**config.mk**
```make
export PLATFORM = sky130hd
export DESIGN_NAME = wb_host_initiator
export DESIGN_NICKNAME = d
export VERILOG_FILES = /design/src/rtl/wb_host_initiator.sv
export SDC_FILE = /design/constraint.sdc
export NUM_CORES = 1
export LEC_CHECK = 0
export CORE_UTILIZATION = 38
export DETAILED_ROUTE_END_ITERATION = 12
export PLACE_DENSITY = 0.76
export SLEW_MARGIN = 10
export SYNTH_ARGS = -nofsm -noshare
export SYNTH_HDL_FRONTEND = slang
export SYNTH_SLANG_ARGS = --single-unit
```
**constraint.sdc**
```tcl
create_clock -name wb_clk_i -period 2 [get_ports wb_clk_i]
set_clock_uncertainty 0.2 [all_clocks]
set_input_delay 0.3 -clock wb_clk_i [delete_from_list [all_inputs] [get_ports wb_clk_i]]
set_output_delay 0.3 -clock wb_clk_i [all_outputs]
set_load 0.01 [all_outputs]
```
**src/rtl/wb_host_initiator.sv**
```systemverilog
// Wishbone classic single-transfer initiator: one command in, one cyc/stb cycle on the bus,
// one response (read data or timeout error) out.
module wb_host_initiator #(
   parameter int unsigned TIMEOUT = 256
) (
   input  logic        wb_clk_i,
   input  logic        wb_rst_i,
   input  logic        cmd_valid_i,
   output logic        cmd_ready_o,
   input  logic        cmd_we_i,
   input  logic [31:0] cmd_adr_i,
   input  logic [31:0] cmd_dat_i,
   input  logic [3:0]  cmd_sel_i,
   output logic        rsp_valid_o,
   input  logic        rsp_ready_i,
   output logic [31:0] rsp_dat_o,
   output logic        rsp_err_o,
   output logic        wbm_cyc_o,
   output logic        wbm_stb_o,
   output logic        wbm_we_o,
   output logic [3:0]  wbm_sel_o,
   output logic [31:0] wbm_adr_o,
   output logic [31:0] wbm_dat_o,
   input  logic        wbm_ack_i,
   input  logic [31:0] wbm_dat_i,
   output logic        busy_o
);

   typedef enum logic [1:0] {IDLE, BUS, RESP} state_t;

   localparam logic [15:0] TO_LAST = (TIMEOUT == 0) ? 16'd0 : 16'(TIMEOUT - 1);

   state_t      state;
   state_t      state_nxt;
   logic [15:0] cnt;
   logic        to_hit;

   // Counter value during the last permitted stb cycle; TIMEOUT=0 disables the check.
   always_comb begin
      to_hit = 1'b0;
      if (TIMEOUT != 0)
         to_hit = (cnt == TO_LAST);
   end

   always_ff @(posedge wb_clk_i) begin
      if (wb_rst_i)
         state <= IDLE;
      else
         state <= state_nxt;
   end

   always_comb begin
      state_nxt = state;
      case (state)
         IDLE:    if (cmd_valid_i)          state_nxt = BUS;
         BUS:     if (wbm_ack_i || to_hit)  state_nxt = RESP;
         RESP:    if (rsp_ready_i)          state_nxt = IDLE;
         default:                           state_nxt = IDLE;
      endcase
   end

   always_comb begin
      cmd_ready_o = (state == IDLE);
      busy_o      = (state != IDLE);
   end

   // Registered bus and response outputs; ack takes priority over a coincident timeout.
   always_ff @(posedge wb_clk_i) begin
      if (wb_rst_i) begin
         wbm_cyc_o   <= 1'b0;
         wbm_stb_o   <= 1'b0;
         wbm_we_o    <= 1'b0;
         wbm_sel_o   <= '0;
         wbm_adr_o   <= '0;
         wbm_dat_o   <= '0;
         rsp_valid_o <= 1'b0;
         rsp_dat_o   <= '0;
         rsp_err_o   <= 1'b0;
         cnt         <= '0;
      end else begin
         case (state)
            IDLE: begin
               if (cmd_valid_i) begin
                  wbm_cyc_o <= 1'b1;
                  wbm_stb_o <= 1'b1;
                  wbm_we_o  <= cmd_we_i;
                  wbm_sel_o <= cmd_sel_i;
                  wbm_adr_o <= cmd_adr_i;
                  wbm_dat_o <= cmd_dat_i;
                  cnt       <= '0;
               end
            end
            BUS: begin
               if (cnt != 16'hFFFF)
                  cnt <= cnt + 16'd1;
               if (wbm_ack_i) begin
                  wbm_cyc_o   <= 1'b0;
                  wbm_stb_o   <= 1'b0;
                  rsp_valid_o <= 1'b1;
                  rsp_err_o   <= 1'b0;
                  rsp_dat_o   <= wbm_we_o ? 32'd0 : wbm_dat_i;
               end else if (to_hit) begin
                  wbm_cyc_o   <= 1'b0;
                  wbm_stb_o   <= 1'b0;
                  rsp_valid_o <= 1'b1;
                  rsp_err_o   <= 1'b1;
                  rsp_dat_o   <= '0;
               end
            end
            RESP: begin
               if (rsp_ready_i)
                  rsp_valid_o <= 1'b0;
            end
            default: ;
         endcase
      end
   end

endmodule

```
==> run_results.csv <==
group,metric,value,unit
status,outcome,"finished, final reports clean",
power,power_leakage,2.852,nW
grt,grt_busiest_layer,"met2",
power,swShare,23.74,%
clock_tree,htree_levels,4,
grt,antenna_found_initial,0,
placed_design,pre_cts_ws,-0.1359,ns
synth,synth_edf_count,0,
power,ir_worst_vdd,603.9,uV
sta,hold_violations,0,
sta,fin_crit_sh,97.59,%
power,seq_power_share,40.3,%
sta,setup_ws,0.04827,ns
grt,use_met2,38.13,%
detailed_routing,wl_per_cell,15.18,um
sta,hold_ws,0.04872,ns
sta,final.setup.tns,0,ns
synth,synth_seq_area_share,49.52,%
synth,synthArstFlopShare,0,%
sta,finalCriticalPeriod,1.952,ns
grt,track_usage,21.57,%
sta,slew_headroom,71.12,%
clock_tree,clock_latency,0.41,ns
floorplanning,die_w,115.9,um
grt,use_met3,6.067,%
critical_path,crit_path_start_kind,"flop",
final_layout,n_fill_cell,1093,
placed_design,port_buffers,212,
job,drv_cap,0,
floorplanning,core,12620,um2
grt,grt_pass1_vias,4727,
hold_path,min_path_type,"input pin to flop",
critical_path,endpoint_kind,"flop",
synth,synth_area_per_cell,8.417,um2
final_layout,drive_gt1_share,10.43,%
clock_tree,cts_made_buffers,17,
sta,finalSetupViolations,0,
floorplanning,ios,213,
detailed_routing,via_per_inst,5.154,
placed_design,hpwl,10070,um
critical_path,critPathMaxFanout,5,
final_layout,area_growth,60.53,%
placed_design,gp_congestion,0.7869,
floorplanning,die_height,115.9,um
synth,synth_top_area_cell,"dfxtp_1",
final_layout,antenna_cells,0,
power,p_sw,1.539,mW
floorplanning,initial_utilization,39.08,%
clock_tree,cts_sinks,122,
floorplanning,row_count,41,
synth,synthCells,586,
critical_path,crit_required,2.13,ns
synth,synth_cell_types,48,
clock_tree,cts-root-buf,"clkbuf_16",
power,clkPwrFrac,44.7,%
power,p_per_area,819.1,nW/um2
detailed_routing,drt_iter0_markers,311,
final_layout,seqCellArea,2452,um2
detailed_routing,wl,14830,um
detailed_routing,vias,5035,
sta,slew_viol_final,0,
final_layout,multiInputGateArea,2253,um2
power,comb_power_share,14.9,%
synth,synth_top_area_share,49.52,%
grt,gr-usage-met1,24.21,%
grt,grt_max_degree,83,
clock_tree,clkTransAtPathRegs,0.05,ns
critical_path,rr_worst_depth,8,
grt,gr-total-overflow,0,
sta,worstMarginPinSlew,0.4332,ns
detailed_routing,drt_first_pass_iters,5,
final_layout,final_util,62.74,%
floorplanning,die_area,13440,um2
final_layout,nets,902,
synth,syn_area,4932,um2
critical_path,worstSetupPathType,"flop to flop",
detailed_routing,drcViolationCount,0,
synth,ys_ff_latch,122,
synth,yosys_warnings,0,
clock_tree,cts_tree,"yes",
detailed_routing,drtAntennaViolNets,0,
power,intPower,4.946,mW
clock_tree,cts_buffer_depth,2,
sta,max_freq,0.5124,GHz
clock_tree,postCtsHoldBufs,0,
synth,synth_ff_type,"dfxtp_1",
grt,grt_pass1_wl,22570,um
critical_path,crit_arrival,2.08,ns
hold_path,min_path_cells,2,
synth,synth_nets,693,
synth,yosys-top-cells-area,"dfxtp_1 (50%), nand2_1 (13%), a21oi_1 (8.0%)",
power,p_total,6.486,mW
[layer usage]
layer	vias to the layer above	wire length, um
met4	0	267
li1	2450	-
met1	2390	6021
met2	173	7691
met3	22	851
met5	-	0
[cell usage after synthesis, drive strengths merged (5+ instances only)]
master,count
a31oi,11
nand2,177
buf,23
a31o,32
nor3,33
a21oi,79
clkbuf,31
dfxtp,122
o21ai,7
nand3,11
nand4,5
nor2,8
[critical path: stages, from the launching register on]
cell and delay, ns:
dfxtp_2 0.34, ha_4 0.16, nand4_1 0.12, buf_4 0.14, nor4_4 0.03, buf_6 0.14, buf_6 0.12, or4_1 0.46
a31oi_1 0.16
[path summary, 6_finish.rpt]
| check | startpoint | slack, ns | to |
|---|---|---|---|
| min reg2reg | wbm_adr_o[11] | 0.25 | wbm_adr_o[11] |
| max reg2reg | cnt[0] | 0.05 | cnt[11] |
| max | cnt[0] | 0.05 | cnt[11] |
| min | wb_rst_i | 0.05 | wbm_we_o |
[per-stage QoR]
stage                     instances  cell area (um2)
after floorplan                 586             4932
after global placement          945             7295
after detailed placement        945             7295
after CTS                       975             7866
after global routing            977             7918
final                           977             7918
[power by group through the flow]
| stage | sequential, mW | clock, mW | combinational, mW |
|---|---|---|---|
| final | 2.62 | 2.90 | 0.968 |
| after global routing | 2.63 | 3.07 | 1.05 |
| after CTS | 2.61 | 2.95 | 0.966 |
| after detailed placement | 2.66 | 0 | 0.959 |
| after global placement | 2.66 | 0 | 0.941 |
| after floorplan | 2.71 | 0 | 0.343 |
[kinds of logic (layout without fill, tap and decap cells)]
logic type	after synthesis	after routing	synth area share, %
AOI/OAI and AO/OA	144	144	19.51
adders and majority gates	1	1	0.2536
xor gates and xnor gates	1	1	0.1776
DFF	122	122	49.52
muxes	2	2	0.4566
buffers and inverters	56	274	5.758
and+or+nand+nor	260	261	24.33
[layout make-up]
type	count	share of cell area (%)
flip-flops and latches	122	30.97
repair buffers	243	30.70
multi-input cells	409	28.46
clock buffers	21	5.815
well taps	172	2.718
clock inverters	8	1.233
inverters	2	0.09482
[timing repair]
item	in CTS	in global routing
gates resized for setup	4	10
setup buffers	1	2
pin swaps	1	5
endpoints found under the hold margin	0	0
gates cloned	0	1
endpoints found under the setup margin	5	43
[cell usage in the layout, fill, tap and decap left out, drive strengths merged, types with 11 or more instances in the layout]
cell type / instances
a21oi: 79
a31o: 32
a31oi: 11
buf: 32
clkbuf: 21
clkdlybuf4s50: 210
dfxtp: 122
nand2: 177
nand3: 11
nor3: 33
[state kept, by name, summed over array words and instances, names as in the netlist]
register and cells:
rsp_dat_o 32, wbm_adr_o 32, wbm_dat_o 32, cnt 16
wbm_sel_o 4, state 2, rsp_err_o 1, rsp_valid_o 1
wbm_stb_o 1, wbm_we_o 1
Power figures use the tool's default switching activity.
